==> src/rtl/weight_loader_pkg.sv <==
// Shared types and header-field constants for the streaming weight loader.
package weight_loader_pkg;

  // Loader FSM states
  typedef enum logic [1:0] {
    IDLE = 2'd0,
    LOAD = 2'd1,
    DROP = 2'd2,
    DONE = 2'd3
  } state_t;

  // Default width of the header neuron-index field
  localparam int unsigned SEL_WIDTH = 5;

  // Bit position of the neuron-index field inside the header word
  localparam int unsigned HDR_IDX_LSB = 0;

endpackage

==> src/rtl/weight_wen_decode.sv <==
// One-hot write-enable decoder; an out-of-range index or a low enable yields all zeros.
module weight_wen_decode
  import weight_loader_pkg::*;
#(
  parameter int unsigned selWidth   = SEL_WIDTH,
  parameter int unsigned numNeurons = 30
) (
  input  logic                  en,
  input  logic [selWidth-1:0]   idx,
  output logic [numNeurons-1:0] onehot
);

  // Index n lights bit n; indices >= numNeurons match no bit
  always_comb begin
    onehot = '0;
    for (int unsigned n = 0; n < numNeurons; n++) begin
      if (en && (idx == selWidth'(n))) begin
        onehot[n] = 1'b1;
      end
    end
  end

endmodule

==> src/rtl/weight_loader.sv <==
// Streaming weight loader: header word selects a neuron, the following
// numWeight words are written into that neuron's weight memory.
module weight_loader
  import weight_loader_pkg::*;
#(
  parameter int unsigned numWeight    = 784,
  parameter int unsigned numNeurons   = 30,
  parameter int unsigned addressWidth = 10,
  parameter int unsigned dataWidth    = 16,
  parameter int unsigned selWidth     = SEL_WIDTH
) (
  input  logic                    clk,
  input  logic                    rstn,
  input  logic                    s_valid,
  output logic                    s_ready,
  input  logic [dataWidth-1:0]    s_data,
  output logic [numNeurons-1:0]   wen,
  output logic [addressWidth-1:0] wadd,
  output logic [dataWidth-1:0]    win,
  output logic                    busy,
  output logic                    done,
  output logic                    err
);

  localparam logic [addressWidth-1:0] LAST_ADDR  = addressWidth'(numWeight - 1);
  localparam logic [selWidth:0]       NEURON_LIM = (selWidth + 1)'(numNeurons);

  state_t                  state;
  logic [addressWidth-1:0] count;
  logic [selWidth-1:0]     sel;
  logic                    hs;
  logic [selWidth-1:0]     hdr_idx;
  logic                    dec_en;
  logic [numNeurons-1:0]   dec_wen;

  // Handshake and header decode; ready drops only for the single DONE cycle
  assign s_ready = (state != DONE);
  assign busy    = (state != IDLE);
  assign hs      = s_valid && s_ready;
  assign hdr_idx = s_data[HDR_IDX_LSB +: selWidth];
  assign dec_en  = hs && (state == LOAD);

  weight_wen_decode #(
    .selWidth   (selWidth),
    .numNeurons (numNeurons)
  ) u_decode (
    .en     (dec_en),
    .idx    (sel),
    .onehot (dec_wen)
  );

  // FSM, word counter and registered memory write port
  always_ff @(posedge clk or negedge rstn) begin
    if (!rstn) begin
      state <= IDLE;
      count <= '0;
      sel   <= '0;
      wen   <= '0;
      wadd  <= '0;
      win   <= '0;
      done  <= 1'b0;
      err   <= 1'b0;
    end else begin
      wen  <= '0;
      done <= 1'b0;
      case (state)
        IDLE: begin
          if (hs) begin
            count <= '0;
            if ({1'b0, hdr_idx} < NEURON_LIM) begin
              sel   <= hdr_idx;
              state <= LOAD;
            end else begin
              err   <= 1'b1;
              state <= DROP;
            end
          end
        end
        LOAD: begin
          if (hs) begin
            wen  <= dec_wen;
            wadd <= count;
            win  <= s_data;
            if (count == LAST_ADDR) begin
              done  <= 1'b1;
              state <= DONE;
            end else begin
              count <= count + addressWidth'(1);
            end
          end
        end
        DROP: begin
          if (hs) begin
            if (count == LAST_ADDR) begin
              state <= IDLE;
            end else begin
              count <= count + addressWidth'(1);
            end
          end
        end
        DONE: begin
          state <= IDLE;
        end
        default: begin
          state <= IDLE;
        end
      endcase
    end
  end

endmodule
==> config.mk <==
export PLATFORM = sky130hd
export DESIGN_NAME = weight_loader
export DESIGN_NICKNAME = d
export VERILOG_FILES = /design/src/rtl/weight_loader_pkg.sv /design/src/rtl/weight_wen_decode.sv /design/src/rtl/weight_loader.sv
export SDC_FILE = /design/constraint.sdc
export NUM_CORES = 1
export LEC_CHECK = 0
export CORE_MARGIN = 2
export CORE_UTILIZATION = 44
export DETAILED_ROUTE_END_ITERATION = 8
export GPL_TIMING_DRIVEN = 0
export PLACE_DENSITY = 0.77
export SYNTH_ARGS = -nofsm -noshare
export SYNTH_HDL_FRONTEND = slang
export SYNTH_SLANG_ARGS = --single-unit
==> constraint.sdc <==
create_clock -name clk -period 1.95 [get_ports clk]
set_input_delay 0.39 -clock clk [delete_from_list [all_inputs] [get_ports clk]]
set_output_delay 0.39 -clock clk [all_outputs]
set_load 0.005 [all_outputs]
---- After elaboration in Yosys (flattened, before gate mapping) ----
Cells that the tools add are included.
cells by class
  add/subtract/negate cells ............... 1
  order comparisons ....................... 1
  eq/ne operators ......................... 41
  muxes and demuxes ....................... 46
  bitwise gates (word level) .............. 1
  reduce and logical (&&, ||, !) cells .... 42
operators by type and width
  kind                                                                    count
  5-bit equality test (second input constant)                             14
  30-bit two-way mux                                                      2
  5-bit by 4-bit equality test with 1-bit output (second input constant)  8
  1-bit two-way mux                                                       33
  1-bit logical AND                                                       32
  10-bit two-way mux                                                      3
  5-bit by 3-bit equality test with 1-bit output (second input constant)  4
  10-bit case mux with 2 select lines                                     1
  2-bit two-way mux                                                       6
  2-bit != test (second input constant)                                   6
  10-bit by 1-bit adder with 10-bit output (second input constant)        1
  10-bit equality test (second input constant)                            1
  5-bit by 2-bit equality test with 1-bit output (second input constant)  2
  2-bit case mux with 4 select lines                                      1
  3-bit AND reduction                                                     2
  5-bit by 1-bit equality test with 1-bit output (second input constant)  1
  5-bit zero test                                                         1
  5-bit less-than comparator (second input constant)                      1
  5-bit AND reduction                                                     1
  2-bit equality test (second input constant)                             2
  2-bit by 1-bit != test with 1-bit output (second input constant)        2
  4-bit AND reduction                                                     1
  2-bit nonzero test                                                      2
  2-bit by 1-bit equality test with 1-bit output (second input constant)  1
  4 further kinds                                                         4
storage, ports and cells
  flip-flop bits (word level) ............. 75
  input port bits ......................... 19
  output and inout port bits .............. 60
  word-level logic and storage cells ...... 140

---- Logic depth before layout (Yosys ltp) ----
  word-level depth ........................ 7
  depth in mapped cells ................... 7
  gate-level depth less buffers ........... 6

---- Hierarchy ----
A second synthesis with hierarchy kept.
second synthesis, totals
  cells, all modules ...................... 328
  area total of the unflattened synthesis .. 3228.1 um^2
modules (own cells, without submodules)
  module             instances  cells each  area each (um^2)  seq. area each (um^2)
  weight_loader      1          284         3009.1            1876.8
  weight_wen_decode  1          44          219.0             0.0

---- Worst setup path after synthesis ----
No wires, ideal clock.
  path type ............................... reg-to-reg
  from .................................... register state[0]
  to ...................................... register count[6]
  setup time .............................. 0.127 ns
  arrival time ............................ 1.681 ns
  data required time ...................... 1.823 ns
  slack ................................... 0.142 ns
  cell stages (with the launch flop) ...... 7
  buffers on the path ..................... 0
  clock period less this slack ............ 1.808 ns
  cells stage by stage .................... dfrtp_1 > inv_1 > ha_1 > nor4bb_1 > a21oi_1 > o31ai_1 > nand2_1
between the ends
  longest elaborated chain between the ends .. 4
  elaborated cells between the ends (all ways) .. 12
  those cells by class .................... eq/ne (6); mux (1); reduce/logical (5)
RTL lines
  element                                                                          line                 text
  from (decl)                                                                      weight_loader.sv:28  state_t state;
  from (signal assigned)                                                           weight_loader.sv:55  state <= IDLE;
  from (signal assigned)                                                           weight_loader.sv:72  state <= LOAD;
  from (signal assigned)                                                           weight_loader.sv:75  state <= DROP;
  2-bit by 1-bit equality test with 1-bit output (tied with other cells)           weight_loader.sv:66  case (state)
  2-bit OR reduction (no source line) / 1-bit logical AND (equally long branches)  --
  2-bit != test (no source line) (tied with other cells)                           --
  4-bit AND reduction (no source line)                                             --
  to (signal assigned)                                                             weight_loader.sv:88  count <= count + addressWidth'(1);
  to (signal assigned)                                                             weight_loader.sv:97  count <= count + addressWidth'(1);
  to (decl)                                                                        weight_loader.sv:29  logic [addressWidth-1:0] count;
Several ways; a longest one is shown, not always the timed one.
A chain may end at the register's enable or synchronous reset.

---- Final worst setup path ----
  from .................................... register state[0]
  to ...................................... output s_ready
between the ends
  longest elaborated chain between the ends .. 1
RTL lines
  element        line                 text
  2-bit != test  weight_loader.sv:37  assign s_ready = (state != DONE);
  to (decl)      weight_loader.sv:15  output logic s_ready,
Every way passes these cells.

==> impl_metrics.json <==
{
  "synth.most_common_cell": "nand2_1",
  "vias": 2401,
  "die_h_um": 87.0,
  "ff2ff_setup_slack_ns": 0.07,
  "cts_tree": "built",
  "drt_iter0_markers": 180,
  "finalWeightedCongestion": 0.904,
  "path_cells": "ha_2 -> inv_1 -> clkdlybuf4s50_1",
  "slew_headroom": 0.383,
  "crit_slowest_cell": "clkdlybuf4s50_1",
  "synth_flop_cell": "dfrtp_1",
  "clockPowerShare": 0.242,
  "cpPeakStageDelay_ns": 0.49,
  "crit_path_end_kind": "primary output",
  "fin_util": 0.622,
  "yosysSeqAreaShare": 0.619,
  "gr-total-overflow": 0,
  "final_hold_viol_count": 0,
  "layout-drive-gt1-share": 0.0895,
  "hold-worst-slack_ns": 0.165,
  "via_per_inst": 5.10,
  "first_global_vias": 2283,
  "drc": 0,
  "post_drt_wl_per_cell_um": 14.2,
  "power_density_nw_per_um2": 1350,
  "yosysTopAreaCell": "dfrtp_1",
  "grtUsageMet1": 0.265,
  "post-dp-hpwl_um": 4700,
  "antenna_found_initial": 0,
  "cp_max_fo": 5,
  "antenna_left": 0,
  "period_needed_ns": 1.93,
  "combPwrFrac": 0.373,
  "dieArea_um2": 7580,
  "fin_cells": 471,
  "top_usage_layer": "met2",
  "cts.sinks": 75,
  "cts_buffer_depth": 2,
  "p_sw_frac": 0.342,
  "synthTopCellsByArea": "dfrtp_1, nand2_1, nor2_1",
  "synthTopCellsByCount": "nand2_1, dfrtp_1, nor2_1",
  "drv_cap": 0,
  "clk_latency_ns": 0.35,
  "netlist_instances": 297,
  "seqPwrFrac": 0.385,
  "setup_ws_ns": 0.0234,
  "irDropWorstVdd_mv": 0.685,
  "setup_viol": 0,
  "ys_warn_count": 0,
  "hp-class": "input port to asynchronous set/reset pin",
  "rsz0062_at_grt": "yes",
  "dieWidth_um": 87.0,
  "first_pass_iters": 5,
  "cp-start-kind": "register",
  "antenna_cells": 0,
  "grtUsageMet2": 0.280,
  "grt_pass1_wl_um": 11000,
  "hold_buffers": 0,
  "outcome": "finished clean",
  "synth_edf_count": 0,
  "fmax_mhz": 519,
  "clk_pin_slew_worst_paths_ns": 0.09,
  "syn_to_final_growth_pct": 37.8,
  "cts_inserted_buffers": 9,
  "boundaryPins": 79,
  "cp.arrival_ns": 1.54,
  "syn_area_um2": 3030,
  "async_reset_ff_frac": 1.00,
  "fp-row-count": 30,
  "criticalPathCategory": "register to primary output",
  "cp_top_family": "buffers and inverters",
  "final_nets": 410,
  "numPortBuffers": 78,
  "p_int_mw": 3.71,
  "drv_slew": 0,
  "syn_nets": 321,
  "yosys.area.top_type_share": 0.619,
  "grt_use_total": 0.189,
  "core_um2": 6720,
  "p_leak_nw": 1.94,
  "max_slew.worst_pin.slew_ns": 0.926,
  "wirelength_um": 6700,
  "power_switching_mw": 1.93,
  "h-tree-depth": 3,
  "grt_use_met3": 0.0417,
  "cts_root_buf": "clkbuf_8",
  "finalSetupTns_ns": 0,
  "ys_seq_elements": 75,
  "synth_area_per_cell_um2": 10.2,
  "ys_types": 40,
  "grt_max_degree": 76,
  "required_ns": 1.56,
  "fin_skew_ns": 0.00882,
  "fin_crit_sh": 0.988,
  "worstPathBufferInverterCount": 2,
  "pre_cts_ws_ns": -0.264,
  "dp_cells": 455,
  "start_util": 0.452
}
-- routing by layer --
metal / wire [um] / vias to the layer above
met5: 0 / -
met4: 122 / 0
met3: 362 / 13
met2: 3110 / 67
met1: 3110 / 1157
li1: - / 1164
-- through the flow --
| step | area (um2) | total power, mW |
|---|---|---|
| final | 4180 | 5.64 |
| after global routing | 4180 | 6.06 |
| after CTS | 4170 | 5.68 |
| after detailed placement | 3910 | 4.24 |
| after global placement | 3920 | 4.17 |
| after floorplan | 3030 | 3.30 |
-- state kept, by name, indices dropped and copies added, names as in the netlist --
signal  count
wen        30
win        16
count      10
wadd       10
sel         5
state       2
done        1
err         1
-- area by class of cell --
type                            count  area [um2]
Buffer                             13        66.3
Clock buffer                       10         138
Clock inverter                      6        93.8
Fill cell                         545        2540
Inverter                            7        26.3
Multi-Input combinational cell    202        1100
Sequential cell                    75        1880
Tap cell                           80         100
Timing Repair Buffer               78         781
-- layout by cell type, fill, tap and decap left out, drive strengths merged, types with 3 or more instances in the layout --
master         count
nand2b             5
mux2               6
o21ai              6
clkbuf            20
nor2              32
ha                 5
nand3              6
or3                5
mux2i              4
nand4              4
dfrtp             75
clkdlybuf4s50     76
nand2             88
inv                9
or4                4
buf                4
nor3              10
a21oi              4
o31ai              3
-- power by group through the flow --
stage	registers [mW]	logic [mW]	clock network, mW
after global routing	2.22	2.37	1.46
after CTS	2.17	2.11	1.40
after global placement	2.19	1.98	0
after detailed placement	2.20	2.04	0
after floorplan	2.19	1.11	0
final	2.17	2.11	1.37
-- final timing paths --
check / from / cells past startpoint / endpoint
worst max-delay path: state[0] / 3 / s_ready
min in group clk: err / 1 / err
worst max register to register: state[0] / 6 / count[6]
worst min-delay path: rstn / 1 / wen[29]
worst min register to register: err / 1 / err
max in group asynchronous: rstn / 1 / wadd[6]
-- cell families after synthesis --
logic type | share of synthesized area
multiplexers | 0.0367
AO/OA/AOI/OAI | 0.0466
adder cells (fa/ha/maj) | 0.0206
AND/OR/NAND/NOR | 0.250
flip-flops | 0.619
buffers and inverters | 0.0276
-- worst reg2reg max path: stages (launching register included) --
cell and delay (ns):
dfrtp_1 0.41, inv_1 0.14, ha_4 0.25, nor4bb_2 0.59, a21oi_1 0.10, o31ai_1 0.21
nand2_1 0.07
-- repair_timing --
action,4_1_cts,5_1_grt
gates cloned,0,0
pin swaps,0,0
setup buffers,0,0
endpoints found under the setup margin,18,37
resized for setup,8,7
(Power assumes the default switching activity.)
